===== config.mk =====
export PLATFORM = sky130hd
export DESIGN_NAME = io_check_multi_flat
export DESIGN_NICKNAME = d
export VERILOG_FILES = /design/src/rtl/io_pred_pkg.sv /design/src/rtl/io_check_multi_if.sv /design/src/rtl/io_check_channel.sv /design/src/rtl/io_check_multi.sv /design/src/flat_wrapper.sv
export SDC_FILE = /design/constraint.sdc
export NUM_CORES = 1
export LEC_CHECK = 0
export ABC_AREA = 1
export CORE_MARGIN = 2
export CORE_UTILIZATION = 40
export CTS_BUF_LIST = sky130_fd_sc_hd__clkbuf_4 sky130_fd_sc_hd__clkbuf_8 sky130_fd_sc_hd__clkbuf_16
export DETAILED_ROUTE_END_ITERATION = 7
export PLACE_DENSITY_LB_ADDON = 0.1
export REMOVE_ABC_BUFFERS = 1
export SYNTH_ARGS = -nofsm -noshare
export SYNTH_HDL_FRONTEND = slang
export SYNTH_SLANG_ARGS = --single-unit

===== constraint.sdc =====
create_clock -name clock -period 1.9 [get_ports clock]
set_clock_uncertainty 0.05 [all_clocks]
set_input_delay 0.19 -clock clock [delete_from_list [all_inputs] [get_ports clock]]
set_output_delay 0.19 -clock clock [all_outputs]
set_load 0.01 [all_outputs]

===== src/rtl/io_pred_pkg.sv =====
// io_pred_pkg
//   Shared definitions for the I/O predication checker.
//   EF_EMPTY / EF_FULL : encodings of a port's Empty/Full status bit
//   clog2()            : ceiling log2, used to size index fields
package io_pred_pkg;

  localparam logic EF_EMPTY = 1'b0;
  localparam logic EF_FULL  = 1'b1;

  // Returns the number of bits needed to index 'value' items (minimum 0).
  function automatic int clog2(input int value);
    int width;
    int remaining;
    width     = 0;
    remaining = value - 1;
    while (remaining > 0) begin
      width     = width + 1;
      remaining = remaining >> 1;
    end
    return width;
  endfunction

endpackage


===== src/rtl/io_check_multi_if.sv =====
// io_check_multi_if
//   Groups the instruction-side inputs and the registered result outputs
//   of io_check_multi.
//   master : instruction source (drives enable, thread_id, addr, channel_en,
//            port_EF, counters_clear; observes the results)
//   slave  : the checker (consumes the instruction, drives port_EF_masked,
//            addr_is_IO, io_ready, out_valid, out_thread_id, stall_count,
//            starved)
interface io_check_multi_if
  import io_pred_pkg::*;
#(
  parameter int ADDR_WIDTH    = 10,
  parameter int CHANNEL_COUNT = 3,
  parameter int PORT_COUNT    = 8,
  parameter int THREAD_WIDTH  = 3,
  parameter int STALL_WIDTH   = 4
);

  logic                                enable;
  logic [THREAD_WIDTH-1:0]             thread_id;
  logic [CHANNEL_COUNT*ADDR_WIDTH-1:0] addr;
  logic [CHANNEL_COUNT-1:0]            channel_en;
  logic [CHANNEL_COUNT*PORT_COUNT-1:0] port_EF;
  logic                                counters_clear;

  logic [CHANNEL_COUNT-1:0]            port_EF_masked;
  logic [CHANNEL_COUNT-1:0]            addr_is_IO;
  logic                                io_ready;
  logic                                out_valid;
  logic [THREAD_WIDTH-1:0]             out_thread_id;
  logic [STALL_WIDTH-1:0]              stall_count;
  logic                                starved;

  modport master (
    output enable, thread_id, addr, channel_en, port_EF, counters_clear,
    input  port_EF_masked, addr_is_IO, io_ready, out_valid, out_thread_id,
           stall_count, starved
  );

  modport slave (
    input  enable, thread_id, addr, channel_en, port_EF, counters_clear,
    output port_EF_masked, addr_is_IO, io_ready, out_valid, out_thread_id,
           stall_count, starved
  );

endinterface


===== src/rtl/io_check_channel.sv =====
// io_check_channel
//   Two-stage I/O address check for a single operand channel.
//   clock, reset     : rising-edge clock, async active-high reset
//   enable           : instruction valid
//   channel_en       : this channel's operand is used
//   addr             : operand address
//   port_ef          : Empty/Full bits of this channel's ports
//   ef_masked_next   : combinational stage-2 value of the masked EF bit
//   addr_is_io       : registered hit (stage 2)
//   ef_masked        : registered masked EF bit (stage 2)
module io_check_channel
  import io_pred_pkg::*;
#(
  parameter int   ADDR_WIDTH      = 10,
  parameter int   PORT_COUNT      = 8,
  parameter int   PORT_BASE_ADDR  = 1016,
  parameter int   PORT_ADDR_WIDTH = 3,
  parameter logic READY_BIT       = EF_FULL
) (
  input  logic                  clock,
  input  logic                  reset,
  input  logic                  enable,
  input  logic                  channel_en,
  input  logic [ADDR_WIDTH-1:0] addr,
  input  logic [PORT_COUNT-1:0] port_ef,
  output logic                  ef_masked_next,
  output logic                  addr_is_io,
  output logic                  ef_masked
);

  logic                       in_window;
  logic                       hit_now;
  logic [PORT_ADDR_WIDTH-1:0] port_index;
  logic                       hit_q;
  logic                       ef_q;

  // The window test is done in 32 bits so a window end that would wrap
  // past 2^ADDR_WIDTH never makes small addresses look like I/O.
  always_comb begin
    in_window  = (32'(addr) >= 32'(PORT_BASE_ADDR)) &&
                 (32'(addr) <= 32'(PORT_BASE_ADDR + PORT_COUNT - 1));
    hit_now    = enable & channel_en & in_window;
    port_index = PORT_ADDR_WIDTH'(addr - ADDR_WIDTH'(PORT_BASE_ADDR));
  end

  // Unused or non-I/O channels report their ready value so they never
  // block the instruction.
  always_comb begin
    ef_masked_next = hit_q ? ef_q : READY_BIT;
  end

  always_ff @(posedge clock or posedge reset) begin
    if (reset) begin
      hit_q      <= 1'b0;
      ef_q       <= 1'b0;
      addr_is_io <= 1'b0;
      ef_masked  <= 1'b0;
    end else begin
      hit_q      <= hit_now;
      ef_q       <= port_ef[port_index];
      addr_is_io <= hit_q;
      ef_masked  <= ef_masked_next;
    end
  end

endmodule


===== src/rtl/io_check_multi.sv =====
// io_check_multi
//   Checks the A/B read and D write operand addresses of an instruction
//   against the memory-mapped I/O window and reports whether every touched
//   port is ready, with per-thread stall counting and starvation flag.
//   clock, reset : rising-edge clock, async active-high reset
//   bus          : slave side of io_check_multi_if (instruction in,
//                  registered results out, two-cycle latency)
module io_check_multi
  import io_pred_pkg::*;
#(
  parameter int                       ADDR_WIDTH      = 10,
  parameter int                       CHANNEL_COUNT   = 3,
  parameter int                       PORT_COUNT      = 8,
  parameter int                       PORT_BASE_ADDR  = 1016,
  parameter int                       PORT_ADDR_WIDTH = 3,
  parameter logic [CHANNEL_COUNT-1:0] READY_STATE     = 3'b011,
  parameter int                       THREAD_COUNT    = 8,
  parameter int                       THREAD_WIDTH    = 3,
  parameter int                       STALL_WIDTH     = 4,
  parameter int                       STARVE_LIMIT    = 15
) (
  input logic             clock,
  input logic             reset,
  io_check_multi_if.slave bus
);

  localparam int ThreadSelWidth = (THREAD_COUNT > 1) ? clog2(THREAD_COUNT) : 1;

  logic [CHANNEL_COUNT-1:0] masked_next;
  logic [CHANNEL_COUNT-1:0] masked_q;
  logic [CHANNEL_COUNT-1:0] is_io_q;
  logic                     ready_next;

  logic                     valid_q;
  logic [THREAD_WIDTH-1:0]  thread_q;

  logic [STALL_WIDTH-1:0]   stall_counters [THREAD_COUNT];
  logic [STALL_WIDTH-1:0]   stall_current;
  logic [STALL_WIDTH-1:0]   stall_next;
  logic                     starved_next;

  logic                     out_valid_q;
  logic [THREAD_WIDTH-1:0]  out_thread_q;
  logic                     io_ready_q;
  logic [STALL_WIDTH-1:0]   stall_count_q;
  logic                     starved_q;

  for (genvar c = 0; c < CHANNEL_COUNT; c++) begin : g_channel
    io_check_channel #(
      .ADDR_WIDTH      (ADDR_WIDTH),
      .PORT_COUNT      (PORT_COUNT),
      .PORT_BASE_ADDR  (PORT_BASE_ADDR),
      .PORT_ADDR_WIDTH (PORT_ADDR_WIDTH),
      .READY_BIT       (READY_STATE[c])
    ) u_channel (
      .clock          (clock),
      .reset          (reset),
      .enable         (bus.enable),
      .channel_en     (bus.channel_en[c]),
      .addr           (bus.addr[c*ADDR_WIDTH +: ADDR_WIDTH]),
      .port_ef        (bus.port_EF[c*PORT_COUNT +: PORT_COUNT]),
      .ef_masked_next (masked_next[c]),
      .addr_is_io     (is_io_q[c]),
      .ef_masked      (masked_q[c])
    );
  end

  // Counters are only read in stage 2, one edge after the previous
  // instruction wrote them, so back-to-back instructions of one thread
  // always see the up-to-date count without forwarding.
  always_comb begin
    ready_next    = &(masked_next ~^ READY_STATE);
    stall_current = stall_counters[thread_q[ThreadSelWidth-1:0]];
    if (ready_next) begin
      stall_next = '0;
    end else if (&stall_current) begin
      stall_next = stall_current;
    end else begin
      stall_next = stall_current + STALL_WIDTH'(1);
    end
    starved_next = 32'(stall_next) >= 32'(STARVE_LIMIT);
  end

  // Stage 1 captures the instruction tag; stage 2 updates the owning
  // thread's counter and registers the results. A clear wins over the
  // same-edge update, yet the outputs still show the updated count.
  always_ff @(posedge clock or posedge reset) begin
    if (reset) begin
      valid_q       <= 1'b0;
      thread_q      <= '0;
      out_valid_q   <= 1'b0;
      out_thread_q  <= '0;
      io_ready_q    <= 1'b0;
      stall_count_q <= '0;
      starved_q     <= 1'b0;
      for (int t = 0; t < THREAD_COUNT; t++) begin
        stall_counters[t] <= '0;
      end
    end else begin
      valid_q       <= bus.enable;
      thread_q      <= bus.thread_id;
      out_valid_q   <= valid_q;
      out_thread_q  <= thread_q;
      io_ready_q    <= valid_q & ready_next;
      stall_count_q <= valid_q ? stall_next : '0;
      starved_q     <= valid_q & starved_next;
      if (bus.counters_clear) begin
        for (int t = 0; t < THREAD_COUNT; t++) begin
          stall_counters[t] <= '0;
        end
      end else if (valid_q) begin
        stall_counters[thread_q[ThreadSelWidth-1:0]] <= stall_next;
      end
    end
  end

  assign bus.port_EF_masked = masked_q;
  assign bus.addr_is_IO     = is_io_q;
  assign bus.io_ready       = io_ready_q;
  assign bus.out_valid      = out_valid_q;
  assign bus.out_thread_id  = out_thread_q;
  assign bus.stall_count    = stall_count_q;
  assign bus.starved        = starved_q;

endmodule


===== src/flat_wrapper.sv =====
// flat-port wrapper written by rule: the top's interface ports become plain ports
module io_check_multi_flat import io_pred_pkg::*;
#(
  parameter int                       ADDR_WIDTH      = 10,
  parameter int                       CHANNEL_COUNT   = 3,
  parameter int                       PORT_COUNT      = 8,
  parameter int                       PORT_BASE_ADDR  = 1016,
  parameter int                       PORT_ADDR_WIDTH = 3,
  parameter logic [CHANNEL_COUNT-1:0] READY_STATE     = 3'b011,
  parameter int                       THREAD_COUNT    = 8,
  parameter int                       THREAD_WIDTH    = 3,
  parameter int                       STALL_WIDTH     = 4,
  parameter int                       STARVE_LIMIT    = 15
)
  (clock, reset, bus_enable, bus_thread_id, bus_addr, bus_channel_en, bus_port_EF, bus_counters_clear, bus_port_EF_masked, bus_addr_is_IO, bus_io_ready, bus_out_valid, bus_out_thread_id, bus_stall_count, bus_starved);
  io_check_multi_if #(.ADDR_WIDTH(ADDR_WIDTH), .CHANNEL_COUNT(CHANNEL_COUNT), .PORT_COUNT(PORT_COUNT), .THREAD_WIDTH(THREAD_WIDTH), .STALL_WIDTH(STALL_WIDTH)) bus_i ();
  input logic clock;
  input logic reset;
  input wire logic [$bits(bus_i.enable)-1:0] bus_enable;
  input wire logic [$bits(bus_i.thread_id)-1:0] bus_thread_id;
  input wire logic [$bits(bus_i.addr)-1:0] bus_addr;
  input wire logic [$bits(bus_i.channel_en)-1:0] bus_channel_en;
  input wire logic [$bits(bus_i.port_EF)-1:0] bus_port_EF;
  input wire logic [$bits(bus_i.counters_clear)-1:0] bus_counters_clear;
  output wire logic [$bits(bus_i.port_EF_masked)-1:0] bus_port_EF_masked;
  output wire logic [$bits(bus_i.addr_is_IO)-1:0] bus_addr_is_IO;
  output wire logic [$bits(bus_i.io_ready)-1:0] bus_io_ready;
  output wire logic [$bits(bus_i.out_valid)-1:0] bus_out_valid;
  output wire logic [$bits(bus_i.out_thread_id)-1:0] bus_out_thread_id;
  output wire logic [$bits(bus_i.stall_count)-1:0] bus_stall_count;
  output wire logic [$bits(bus_i.starved)-1:0] bus_starved;
  assign bus_i.enable = bus_enable;
  assign bus_i.thread_id = bus_thread_id;
  assign bus_i.addr = bus_addr;
  assign bus_i.channel_en = bus_channel_en;
  assign bus_i.port_EF = bus_port_EF;
  assign bus_i.counters_clear = bus_counters_clear;
  assign bus_port_EF_masked = bus_i.port_EF_masked;
  assign bus_addr_is_IO = bus_i.addr_is_IO;
  assign bus_io_ready = bus_i.io_ready;
  assign bus_out_valid = bus_i.out_valid;
  assign bus_out_thread_id = bus_i.out_thread_id;
  assign bus_stall_count = bus_i.stall_count;
  assign bus_starved = bus_i.starved;
  io_check_multi #(.ADDR_WIDTH(ADDR_WIDTH), .CHANNEL_COUNT(CHANNEL_COUNT), .PORT_COUNT(PORT_COUNT), .PORT_BASE_ADDR(PORT_BASE_ADDR), .PORT_ADDR_WIDTH(PORT_ADDR_WIDTH), .READY_STATE(READY_STATE), .THREAD_COUNT(THREAD_COUNT), .THREAD_WIDTH(THREAD_WIDTH), .STALL_WIDTH(STALL_WIDTH), .STARVE_LIMIT(STARVE_LIMIT)) u_core (.clock(clock), .reset(reset), .bus(bus_i));
endmodule

==> results.txt, run 1 <==
The routed length per instance came out at 13.27 um. By area the synthesized netlist is led by sky130_fd_sc_hd__dfrtp_1 48%, sky130_fd_sc_hd__nand2_1 14%, sky130_fd_sc_hd__inv_1 5.6%. The die outline height came out at between 90 and 100 um. The cell total after placement came out at slightly below 600.

The delay of the slowest critical-path stage is around 0.4 ns. The cell type of the slowest stage on the worst timing path is sky130_fd_sc_hd__dfrtp_1. The number of max-cap violations is 0.

Power spread over the standard cell area amounts to around 620 nW/um2. The finished layout holds 604 standard cells, fillers aside. The post-synthesis cell count is 382. The setup path with the least slack is of type register to register. The combined global-route utilization of all metal layers came out at roughly 20%.

The area of all placed cells without fillers is about 4500 um2. Setup repair after global routing could not meet its margin everywhere. The clock latency reported for the late side of the worst-skew pair is about 0.33 ns. The total power came out at ~2.8 mW. The core outline area is about 7300 um2. The number of slew-limit violations in the final report came out at 0. The part of the Yosys area used for sequential elements is around half.

Yosys printed 0 warnings. The placer congestion estimate is between 0.9 and 1. For the pin with the worst max-slew slack, the measured transition is 0.4519 ns. The arrival time of the worst setup path came out at approximately 2.2 ns. The static leakage power came out at roughly 2.2 nW.

The number of buffers and inverters on the critical path is 6. The total wire length is about 8000 um. The critical path goes through buf_12 -> buf_4 -> nand2_1 -> nand3_1 -> nand2_1 -> inv_1 -> nand2_2 -> ha_4 -> inv_2 -> nor2_4 -> nand2_2 -> nand2_4 -> buf_4 -> buf_4 -> a21oi_1. The run finished, with violations left. The number of failing hold endpoints at the final stage came out at 0. The layout overhead on the synthesized area is 48.99%. The number of H-tree branching levels is 3.

The clock drives between 50 and 60 sinks. The final net count came out at ~570. The antenna violation net count after detailed routing came out at 0. Timing would allow up to 497.5 MHz.

Before antenna repair, the detailed router went through 4 iterations. The number of buffers created by CTS is 9. The highest ir drop seen on vdd is 0.0003211 V. Clock tree synthesis selected as its root buffer the cell sky130_fd_sc_hd__clkbuf_8. The initial antenna violation count came out at 0. For this block, the initial DRC count from the detailed router was about 210.

The worst path uses 105.8% of the clock period. The highest net fanout along the worst path is 11. The number of buffers on the longest clock path came out at 2. sky130_fd_sc_hd__dfrtp_1 takes more of the synthesized area than any other cell.

The synthesized cell area is a little over 3000 um2. The number of global-route vias before repair is 2908. For this run, design rule violations remaining after detail routing come to 0.

In this run the tightest slew margin relative to its limit is around 70%. The starting density of the core is between 40% and 50%. The count of endpoints failing setup in the final report is 36. The cell family with the largest share of critical-path delay is simple AND/OR/NAND/NOR gates. The port buffer count is 79. The clock-pin slew on the worst setup and hold paths came out at 0.06 ns.

The synthesized design contains a little under 60 register bits. The critical path data required time is roughly 2.1 ns. The die footprint is 8266 um2.

The antenna diode count is 0. The final reports fail on setup timing. The global-route wire length before repair is roughly 13000 um. The die span in x is 90.92 um.

Once routing completed, OpenROAD measured the worst setup slack at -0.1101 ns. The clock period minus final worst setup slack is 2.010 ns. The critical path endpoint category is a register. The worst setup path is launched from a register.

For this design the top-level I/O count stands at 80. The path type of the worst min-delay path is input port to async pin. The remaining global-route overflow is 0.

The count of standard-cell rows came out at 31. Entering global routing, the biggest net connects 27 pins. The cell that appears most often on the critical path is sky130_fd_sc_hd__buf_4. The number of distinct library cell variants in the gate-level netlist after synthesis is 25. Once placement finished, the instance area stood at between 4000 and 5000 um2. The area share of the largest cell type after synthesis came out at between 40% and 50%.

The via count came out at approximately 3000. The routed via count divided by cell count is between 4 and 5. TritonCTS built the clock tree. The detailed-placement wirelength estimate came out at about 6000 um. The fraction of final layout cells with drive strength greater than 1 is between 20% and 30%. The mean instance size in the synthesized netlist is 7.910 um2.
per-stage QoR:
step                      util (%)  hold slack (ns)  setup TNS (ns)  setup slack (ns)
after detailed placement     57.21           0.3200          -7.141           -0.2923
final                        61.74           0.1336          -2.878           -0.1101
after global routing         61.74           0.1656          -6.817           -0.2273
after CTS                    60.54           0.1364          -1.827          -0.08086
after global placement       57.21           0.3143          -6.207           -0.2721
after floorplan                  -           0.1714          -8.814           -0.2812
layer usage:
| layer | up-vias | wire, um | track usage (%) |
|---|---|---|---|
| met4 | 0 | 184 | 8.460 |
| met5 | - | 0 | 0 |
| li1 | 1465 | - | - |
| met2 | 143 | 3762 | 31.59 |
| met1 | 1377 | 3323 | 25.64 |
| met3 | 18 | 746 | 7.429 |
layout make-up:
type | instances | area [um2]
Timing Repair Buffer | 126 | 1210
Fill cell | 653 | 2790
Tap cell | 99 | 123.9
Inverter | 51 | 203.9
Multi-Input combinational cell | 256 | 1320
Clock buffer | 11 | 151.4
Sequential cell | 58 | 1453
Clock inverter | 3 | 40.04
placed cells by master, fill, tap and decap left out:
cell type                         count
sky130_fd_sc_hd__a21oi_4              2
sky130_fd_sc_hd__nand3_1             15
sky130_fd_sc_hd__buf_12               5
sky130_fd_sc_hd__dfrtp_1             57
sky130_fd_sc_hd__clkinv_2             2
sky130_fd_sc_hd__nor2_4               2
sky130_fd_sc_hd__o32ai_1              6
sky130_fd_sc_hd__clkinv_8             1
sky130_fd_sc_hd__nand2_1            106
sky130_fd_sc_hd__nor3_1              11
sky130_fd_sc_hd__nand4_1             19
sky130_fd_sc_hd__buf_4               41
sky130_fd_sc_hd__nand2_2              8
sky130_fd_sc_hd__clkbuf_8            11
sky130_fd_sc_hd__dfrtp_2              1
sky130_fd_sc_hd__bufinv_16            1
sky130_fd_sc_hd__o21ai_0             16
sky130_fd_sc_hd__nor2_1              34
sky130_fd_sc_hd__ha_4                 1
sky130_fd_sc_hd__inv_1               43
sky130_fd_sc_hd__inv_2                6
sky130_fd_sc_hd__clkinv_1             1
sky130_fd_sc_hd__a21oi_1              9
sky130_fd_sc_hd__nand2_4              5
sky130_fd_sc_hd__clkdlybuf4s50_1     79
sky130_fd_sc_hd__mux2_2               3
sky130_fd_sc_hd__nor2_2               2
sky130_fd_sc_hd__nand3_2             10
sky130_fd_sc_hd__o21ai_1              7
sky130_fd_sc_hd__buf_6                1
kinds of logic after synthesis:
logic type	Yosys count	share of synthesized area, %
buffers and inverters	69	11.06
AO/OA/AOI/OAI	40	8.116
multiplexers	3	1.118
flip-flops	58	48.03
adder cells (fa/ha/maj)	1	0.4140
AND/OR/NAND/NOR	211	31.26
worst reg2reg max path: stages, from the launching register on:
cell and delay, ns:
sky130_fd_sc_hd__dfrtp_1 0.40, sky130_fd_sc_hd__buf_12 0.16, sky130_fd_sc_hd__buf_4 0.14, sky130_fd_sc_hd__nand2_1 0.06, sky130_fd_sc_hd__nand3_1 0.08, sky130_fd_sc_hd__nand2_1 0.06
sky130_fd_sc_hd__inv_1 0.04, sky130_fd_sc_hd__nand2_2 0.09, sky130_fd_sc_hd__ha_4 0.14, sky130_fd_sc_hd__inv_2 0.04, sky130_fd_sc_hd__nor2_4 0.15, sky130_fd_sc_hd__nand2_2 0.11
sky130_fd_sc_hd__nand2_4 0.12, sky130_fd_sc_hd__buf_4 0.12, sky130_fd_sc_hd__buf_4 0.09, sky130_fd_sc_hd__a21oi_1 0.05
registers in the layout (all words and copies together), names as in the netlist:
register                               cells
u_core.bus.io_ready                        1
u_core.thread_q                            3
u_core.bus.stall_count                     4
u_core.valid_q                             1
u_core.g_channel.u_channel.hit_q           3
u_core.bus.out_thread_id                   3
u_core.g_channel.u_channel.ef_masked       3
u_core.g_channel.u_channel.ef_q            3
u_core.g_channel.u_channel.addr_is_io      3
u_core.bus.starved                         1
u_core.stall_counters                     32
u_core.bus.out_valid                       1
what timing repair did:
item,in CTS,in global routing
hold buffers,0,0
setup buffers,2,4
pin swaps,4,0
hold endpoints to repair,0,0
setup endpoints to repair,36,37
gates cloned,0,1
gates resized for setup,10,18
where the power goes:
part,internal [mW],switching (mW)
combinational,0.230,0.187
clock,0.657,0.459
sequential,1.25,0.0116
total,2.14,0.658
synth_stat cells, drive strengths merged:
| cell | n |
|---|---|
| a21oi | 11 |
| buf | 13 |
| clkbuf | 5 |
| clkinv | 1 |
| dfrtp | 58 |
| ha | 1 |
| inv | 50 |
| mux2 | 3 |
| nand2 | 118 |
| nand3 | 25 |
| nand4 | 19 |
| nor2 | 38 |
| nor3 | 11 |
| o21ai | 23 |
| o32ai | 6 |
path summary, 6_finish.rpt:
kind | slack, ns | cells after the start | end | startpoint
setup reg to reg | -0.11 | 15 | u_core.bus.stall_count[0]$_DFF_PP0_ | u_core.thread_q[0]$_DFF_PP0_
max in group asynchronous | 1.20 | 3 | u_core.thread_q[1]$_DFF_PP0_ | reset
hold / removal | 0.13 | 2 | u_core.g_channel[0].u_channel.addr_is_io$_DFF_PP0_ | reset
hold reg to reg | 0.33 | 0 | u_core.g_channel[2].u_channel.addr_is_io$_DFF_PP0_ | u_core.g_channel[2].u_channel.hit_q$_DFF_PP0_
setup / recovery | -0.11 | 15 | u_core.bus.stall_count[0]$_DFF_PP0_ | u_core.thread_q[0]$_DFF_PP0_
min in group clock | 0.24 | 1 | u_core.thread_q[2]$_DFF_PP0_ | bus_thread_id[2]
No activity file was read; power rests on OpenSTA's default activity.
==> run 2, diff against run 1 <==
Settings changed: CTS_CLUSTER_SIZE set to 16.
==> results of run 2 <==
No change in the layout: final DEF, timing and power equal those of run 1.
